**config.mk**
```make
export PLATFORM = sky130hd
export DESIGN_NAME = bw_muldiv_unit
export DESIGN_NICKNAME = d
export VERILOG_FILES = /design/src/rtl/rfBlackWidowPkg.sv /design/src/rtl/bw_muldiv_abs.sv /design/src/rtl/bw_muldiv_unit.sv
export SDC_FILE = /design/constraint.sdc
export NUM_CORES = 2
export LEC_CHECK = 0
export BUFFER_PORTS_ARGS = -buffer_cell sky130_fd_sc_hd__buf_2
export CAP_MARGIN = 20
export CORE_MARGIN = 3
export CORE_UTILIZATION = 45
export CTS_CLUSTER_SIZE = 28
export DETAILED_ROUTE_END_ITERATION = 12
export PLACE_DENSITY = 0.73
export SLEW_MARGIN = 20
export SYNTH_ARGS = -nofsm -noshare
export SYNTH_HDL_FRONTEND = slang
export SYNTH_HIERARCHICAL = 1
export SYNTH_SLANG_ARGS = --single-unit
```
**constraint.sdc**
```tcl
create_clock -name clk -period 16.1 [get_ports clk]
set_clock_uncertainty 0.05 [all_clocks]
set_input_delay 1.61 -clock clk [delete_from_list [all_inputs] [get_ports clk]]
set_output_delay 1.61 -clock clk [all_outputs]
set_load 0.02 [all_outputs]
```
**src/rtl/rfBlackWidowPkg.sv**
```systemverilog
// BlackWidow shared definitions: mul/div operation codes, FSM states and R2 func-code mapping.
package rfBlackWidowPkg;

  typedef enum logic [2:0] {
    OP_MUL   = 3'd0,
    OP_MULU  = 3'd1,
    OP_MULH  = 3'd2,
    OP_MULHU = 3'd3,
    OP_DIV   = 3'd4,
    OP_DIVU  = 3'd5,
    OP_REM   = 3'd6,
    OP_REMU  = 3'd7
  } muldiv_op_t;

  typedef enum logic [2:0] {
    S_IDLE,
    S_MUL,
    S_DIV,
    S_FIXUP,
    S_DONE
  } muldiv_state_t;

  // R2 func codes; the low three bits line up with muldiv_op_t
  localparam logic [5:0] R2_MUL   = 6'h18;
  localparam logic [5:0] R2_MULU  = 6'h19;
  localparam logic [5:0] R2_MULH  = 6'h1A;
  localparam logic [5:0] R2_MULHU = 6'h1B;
  localparam logic [5:0] R2_DIV   = 6'h1C;
  localparam logic [5:0] R2_DIVU  = 6'h1D;
  localparam logic [5:0] R2_REM   = 6'h1E;
  localparam logic [5:0] R2_REMU  = 6'h1F;

  function automatic muldiv_op_t r2_to_muldiv_op(input logic [5:0] func);
    return muldiv_op_t'(func[2:0]);
  endfunction

  function automatic logic is_signed_op(input muldiv_op_t o);
    return ~o[0];
  endfunction

  function automatic logic is_div_op(input muldiv_op_t o);
    return o[2];
  endfunction

  function automatic logic is_rem_op(input muldiv_op_t o);
    return o[2] & o[1];
  endfunction

  function automatic logic is_mulh_op(input muldiv_op_t o);
    return ~o[2] & o[1];
  endfunction

endpackage

```
**src/rtl/bw_muldiv_abs.sv**
```systemverilog
// Conditional two's-complement negation, used for operand magnitude and result sign fixup.
// Purely combinational; no handshake.
module bw_muldiv_abs #(
  parameter int WID = 80
) (
  input  logic [WID-1:0] val_i,
  input  logic           neg_i,
  output logic [WID-1:0] val_o
);

  assign val_o = neg_i ? -val_i : val_i;

endmodule

```
**src/rtl/bw_muldiv_unit.sv**
```systemverilog
// Iterative radix-2 multiply (shift-add) / divide (restoring) unit with valid/ready on both sides.
// Result valid WID+1 edges after the accept edge; req_ready only in IDLE, result held until res_ready.
module bw_muldiv_unit
  import rfBlackWidowPkg::*;
#(
  parameter int WID  = 80,
  parameter int TAGW = 8,
  parameter int CNTW = $clog2(WID+1)
) (
  input  logic            clk,
  input  logic            rst,
  input  logic            flush,
  input  logic            req_valid,
  output logic            req_ready,
  input  logic [2:0]      op,
  input  logic [WID-1:0]  a,
  input  logic [WID-1:0]  b,
  input  logic [TAGW-1:0] tag_i,
  output logic            res_valid,
  input  logic            res_ready,
  output logic [WID-1:0]  res,
  output logic [TAGW-1:0] tag_o,
  output logic            dbz
);

  muldiv_state_t   state_q, state_d;
  logic [CNTW-1:0] count_q, count_d;
  muldiv_op_t      op_q, op_d;
  logic [TAGW-1:0] tag_q, tag_d;
  logic            sign_a_q, sign_a_d, sign_b_q, sign_b_d;
  logic            bzero_q, bzero_d;
  logic [2*WID-1:0] acc_q, acc_d;
  logic [WID-1:0]  opnd_q, opnd_d;
  logic [WID-1:0]  rem_q, rem_d;
  logic [WID-1:0]  res_q, res_d;
  logic [TAGW-1:0] tag_o_q, tag_o_d;
  logic            dbz_q, dbz_d;
  logic            res_valid_q, res_valid_d;

  muldiv_op_t     op_in;
  logic           sign_a_in, sign_b_in;
  logic [WID-1:0] a_mag, b_mag;

  assign op_in     = muldiv_op_t'(op);
  assign sign_a_in = is_signed_op(op_in) & a[WID-1];
  assign sign_b_in = is_signed_op(op_in) & b[WID-1];

  bw_muldiv_abs #(.WID(WID)) u_abs_a (.val_i(a), .neg_i(sign_a_in), .val_o(a_mag));
  bw_muldiv_abs #(.WID(WID)) u_abs_b (.val_i(b), .neg_i(sign_b_in), .val_o(b_mag));

  // Multiply step: add multiplicand into the high half when the current multiplier bit is set, then shift right
  logic [WID:0]     mul_sum;
  logic [2*WID-1:0] mul_next;
  assign mul_sum  = {1'b0, acc_q[2*WID-1:WID]} + (acc_q[0] ? {1'b0, opnd_q} : '0);
  assign mul_next = {mul_sum, acc_q[WID-1:1]};

  // Divide step: the WID+1 bit partial remainder is compared against the divisor
  logic [WID:0]   div_shift;
  logic [WID-1:0] div_diff;
  logic           div_ge;
  assign div_shift = {rem_q, acc_q[WID-1]};
  assign div_ge    = div_shift >= {1'b0, opnd_q};
  assign div_diff  = div_shift[WID-1:0] - opnd_q;

  logic [2*WID-1:0] fix_in, fix_out;
  logic             fix_neg;
  logic [WID-1:0]   fix_res;

  always_comb begin
    fix_in  = acc_q;
    fix_neg = sign_a_q ^ sign_b_q;
    if (is_rem_op(op_q)) begin
      fix_in  = {{WID{1'b0}}, rem_q};
      fix_neg = sign_a_q;
    end else if (is_div_op(op_q)) begin
      fix_in  = {{WID{1'b0}}, acc_q[WID-1:0]};
    end
  end

  bw_muldiv_abs #(.WID(2*WID)) u_abs_fix (.val_i(fix_in), .neg_i(fix_neg), .val_o(fix_out));

  always_comb begin
    fix_res = fix_out[WID-1:0];
    if (is_mulh_op(op_q)) begin
      fix_res = fix_out[2*WID-1:WID];
    end else if (is_div_op(op_q) && !is_rem_op(op_q) && bzero_q) begin
      fix_res = '1;
    end
  end

  always_comb begin
    state_d     = state_q;
    count_d     = count_q;
    op_d        = op_q;
    tag_d       = tag_q;
    sign_a_d    = sign_a_q;
    sign_b_d    = sign_b_q;
    bzero_d     = bzero_q;
    acc_d       = acc_q;
    opnd_d      = opnd_q;
    rem_d       = rem_q;
    res_d       = res_q;
    tag_o_d     = tag_o_q;
    dbz_d       = dbz_q;
    res_valid_d = res_valid_q;
    unique case (state_q)
      S_IDLE: begin
        if (req_valid && !flush) begin
          op_d     = op_in;
          tag_d    = tag_i;
          sign_a_d = sign_a_in;
          sign_b_d = sign_b_in;
          bzero_d  = (b == '0);
          // Low half of acc holds the multiplier or the dividend; opnd holds the multiplicand or divisor
          acc_d    = {{WID{1'b0}}, is_div_op(op_in) ? a_mag : b_mag};
          opnd_d   = is_div_op(op_in) ? b_mag : a_mag;
          rem_d    = '0;
          count_d  = CNTW'(WID);
          state_d  = is_div_op(op_in) ? S_DIV : S_MUL;
        end
      end
      S_MUL: begin
        acc_d   = mul_next;
        count_d = count_q - CNTW'(1);
        if (count_q == CNTW'(1)) state_d = S_FIXUP;
      end
      S_DIV: begin
        rem_d   = div_ge ? div_diff : div_shift[WID-1:0];
        acc_d   = {acc_q[2*WID-1:WID], acc_q[WID-2:0], div_ge};
        count_d = count_q - CNTW'(1);
        if (count_q == CNTW'(1)) state_d = S_FIXUP;
      end
      S_FIXUP: begin
        res_d       = fix_res;
        tag_o_d     = tag_q;
        dbz_d       = is_div_op(op_q) & bzero_q;
        res_valid_d = 1'b1;
        state_d     = S_DONE;
      end
      S_DONE: begin
        if (res_ready) begin
          res_valid_d = 1'b0;
          state_d     = S_IDLE;
        end
      end
      default: state_d = S_IDLE;
    endcase
    if (flush) begin
      state_d     = S_IDLE;
      count_d     = '0;
      res_valid_d = 1'b0;
      dbz_d       = 1'b0;
    end
  end

  always_ff @(posedge clk or posedge rst) begin
    if (rst) begin
      state_q     <= S_IDLE;
      count_q     <= '0;
      op_q        <= OP_MUL;
      tag_q       <= '0;
      sign_a_q    <= 1'b0;
      sign_b_q    <= 1'b0;
      bzero_q     <= 1'b0;
      acc_q       <= '0;
      opnd_q      <= '0;
      rem_q       <= '0;
      res_q       <= '0;
      tag_o_q     <= '0;
      dbz_q       <= 1'b0;
      res_valid_q <= 1'b0;
    end else begin
      state_q     <= state_d;
      count_q     <= count_d;
      op_q        <= op_d;
      tag_q       <= tag_d;
      sign_a_q    <= sign_a_d;
      sign_b_q    <= sign_b_d;
      bzero_q     <= bzero_d;
      acc_q       <= acc_d;
      opnd_q      <= opnd_d;
      rem_q       <= rem_d;
      res_q       <= res_d;
      tag_o_q     <= tag_o_d;
      dbz_q       <= dbz_d;
      res_valid_q <= res_valid_d;
    end
  end

  assign req_ready = (state_q == S_IDLE);
  assign res_valid = res_valid_q;
  assign res       = res_q;
  assign tag_o     = tag_o_q;
  assign dbz       = dbz_q;

endmodule

```
==> metrics.md <==
| Metric | Value |
|---|---|
| Status | completed |
| Clock-pin slew on the worst setup and hold paths | roughly 0.06 ns |
| Die X-Extent | approximately 310 µm |
| Via density | 6.69 |
| Worst vdd ir | 160 µV |
| H-tree depth | 2 |
| Worst Hold Endpoint | tag_o[1] |
| Final Power | 11.1 mW |
| IO Count | about 270 |
| Max_cap viols | 0 |
| Top_reg_cell synth | dfrtp_1 |
| CP startpoint kind | flip-flop |
| Pleak | around 19 nW |
| CTS Hold Bufs | 0 |
| Final HPWL DP | 147000 µm |
| Mapped Nets | 5576 |
| Fin worst setup slack | 9.85 ns |
| Area leader, netlist | dfrtp_1 |
| Syn Inst Count | 5233 |
| Crit end category | flip-flop |
| Post-CTS Setup Bufs | 0 |
| Largest net degree at the start of global routing | 117 |
| Number of global-route vias before repair | 40200 |
| Worst hold path type | reg2reg |
| Hold slack | 0.413 ns |
| Worst r2r dst | res[64] |
| WP data required | about 17 ns |
| Placed cell area | 42500 µm² |
| Layout cells sized above 1 | 0.114 |
| Synth Area in XOR/XNOR | 0.101 |
| Yosys warning count | 6 |
| Max frequency | approximately 160 MHz |
| Worst Path Max Fanout | 56 |
| Vert. Die Dim | ~310 µm |
| WHS Path Cells | 2 |
| Clock latency on the worst-skew pair | roughly 0.65 ns |
| Post-synth ARST share | 1.00 |
| Final Cycle Share | 0.388 |
| Pre-antenna DRT Iters | 7 |
| Fin nets | 5630 |
| EDFF count, synth | 0 |
| WL/cell | just under 30 µm |
| Post-synthesis mux area share | 0.0735 |
| Number of remaining DRC errors | 0 |
| Distinct cells, synth | 95 |
| Root Buffer | clkbuf_16 |
| WL final | 188000 µm |
| Mean Syn Cell Area | 7.74 µm² |
| Kind of critical path | reg2reg |
| Reg2reg start | op_q[1] |
| # rows | between 100 and 150 |
| Initial core utilization | 0.456 |
| First-pass GRT wire length | between 200000 and 300000 µm |
| Synth top area cells | dfrtp_1 (27%), xnor2_1 (8.5%), nand2_1 (7.5%) |
| Via count | 43600 |
| Initial antenna violation count | 23 |
| Area delta synth->final | 10.0% |
| Clock tree from TritonCTS | built |
| Post-layout util | 0.502 |
| Reg2reg setup slack | between 9 and 10 ns |
| Non-Filler Instances | between 6000 and 7000 |
| Measured slew at the worst slew-check pin | 1.35 ns |
| Power per Cell Area | 248 nW/µm² |
| Unrepaired setup endpoints after global routing | no |
| Commonest non-fill, non-tap cell in the layout | nand2_1 |
| Synth Area in Adders | 0.0520 |
| Crit path arrival time | 6.76 ns |
| Mapped cell area | slightly above 40000 µm² |
| All-Layer GR Usage | 0.385 |
| Synth Area in Compound Gates | 0.219 |
| Synthesized flop and latch total | 433 |
| Total CTS buffers | 54 |
| Setup TNS | 0 ns |
| Endpoints failing setup | 0 |
| Clock sinks | 433 |
| Die area | 93600 µm² |
| Part of the Yosys area used for sequential elements | 0.268 |
| Largest family of logic cells by synthesized area | simple AND/OR/NAND/NOR gates |
| GRT overflow | 0 |
| Share of the synthesized area in the top cell type | 0.268 |
| Finished Cell Area | between 40000 and 50000 µm² |
| Dpl ws | 10.13 ns |
| Clock Tree Buf Depth | 3 |
| Slew Viols, Final | 0 |
| Final Hold Viols | 0 |
| Number of DRC markers in iteration 0 | around 6800 |
| Inst Count DP | 6394 |
| Commonest non-fill, non-tap cells in the layout | nand2_1 (801), o21ai_0 (466), dfrtp_1 (431) |
| GP Congestion | 1.11 |
| HP Start | tag_q[1] |
| Worst R2R Path Depth | 11 |
| Post-route ant nets | 0 |
| Post-synthesis simple-gate area fraction | 0.240 |
| CTS resizes | 0 |
| Core area | just under 90000 µm² |
| Max-slew headroom | 0.0895 |
| I/O Buffers | 266 |
| Minimum clock period | 6.25 ns |
[sequential cells by signal, indices dropped and copies added, names as in the netlist]
name / count
acc_q: 160
opnd_q: 80
rem_q: 80
res: 80
tag_o: 8
tag_q: 8
count_q: 7
state_q: 3
op_q: 2
bzero_q: 1
dbz: 1
res_valid: 1
sign_a_q: 1
sign_b_q: 1
[critical path, stage by stage (launching register included)]
cell	delay (ns)
dfrtp_1	0.44
nand2_4	0.37
buf_4	0.73
mux2_2	0.47
nor4_1	0.69
nand4b_1	0.48
nor3_1	1.10
nand4_1	0.37
o31ai_1	0.95
xnor2_1	0.20
nand2_1	0.07
a31oi_1	0.18
[cell type report]
type                            instances  area, µm²
Inverter                              152        578
Fill cell                            8707      44200
Antenna cell                           17       42.5
Timing Repair Buffer                  322       1780
Tap cell                             1165       1460
Multi-Input combinational cell       4324      27900
Sequential cell                       433      10800
Clock inverter                         29        387
Clock buffer                           72       1530
[cells in the mapped netlist, drive strengths merged (108+ instances only)]
master / n
nand2: 806
o21ai: 528
dfrtp: 433
nor2: 409
xnor2: 394
clkbuf: 272
a21oi: 241
mux2i: 196
ha: 165
inv: 151
nor4: 110
nand4: 108
[kinds of logic after synthesis]
family | Yosys count
buffers and inverters | 476
flip-flops | 433
adder cells (fa/ha/maj) | 167
multiplexers | 286
XOR/XNOR | 467
AND/OR/NAND/NOR | 2009
AO/OA/AOI/OAI | 1395
[how the worst max path moves through the flow]
stage	startpoint	endpoint	cells past startpoint	slack [ns]
floorplan	rst	acc_q[0]	1	2.38
global placement	op_q[1]	res[77]	11	10.22
detailed placement	op_q[1]	res[77]	11	10.13
CTS	op_q[1]	res[77]	11	10.13
global route	op_q[1]	res[77]	11	9.60
finish	op_q[1]	res[64]	11	9.85
[power by group]
| group | leakage (nW) | internal [mW] | switching, mW | total (mW) |
|---|---|---|---|---|
| logic | 12.3 | 2.53 | 4.96 | 7.49 |
| clock network | 0.943 | 0.796 | 0.551 | 1.35 |
| registers | 5.46 | 1.57 | 0.650 | 2.22 |
| total | 18.7 | 4.89 | 6.16 | 11.1 |
[per-layer routing]
layer	vias up	wire, µm	track usage
met3	585	24800	0.108
met5	-	58	0
met4	8	12500	0.215
met1	20800	73700	0.516
li1	19000	-	-
met2	3162	76600	0.558
(Power assumes the default switching activity.)
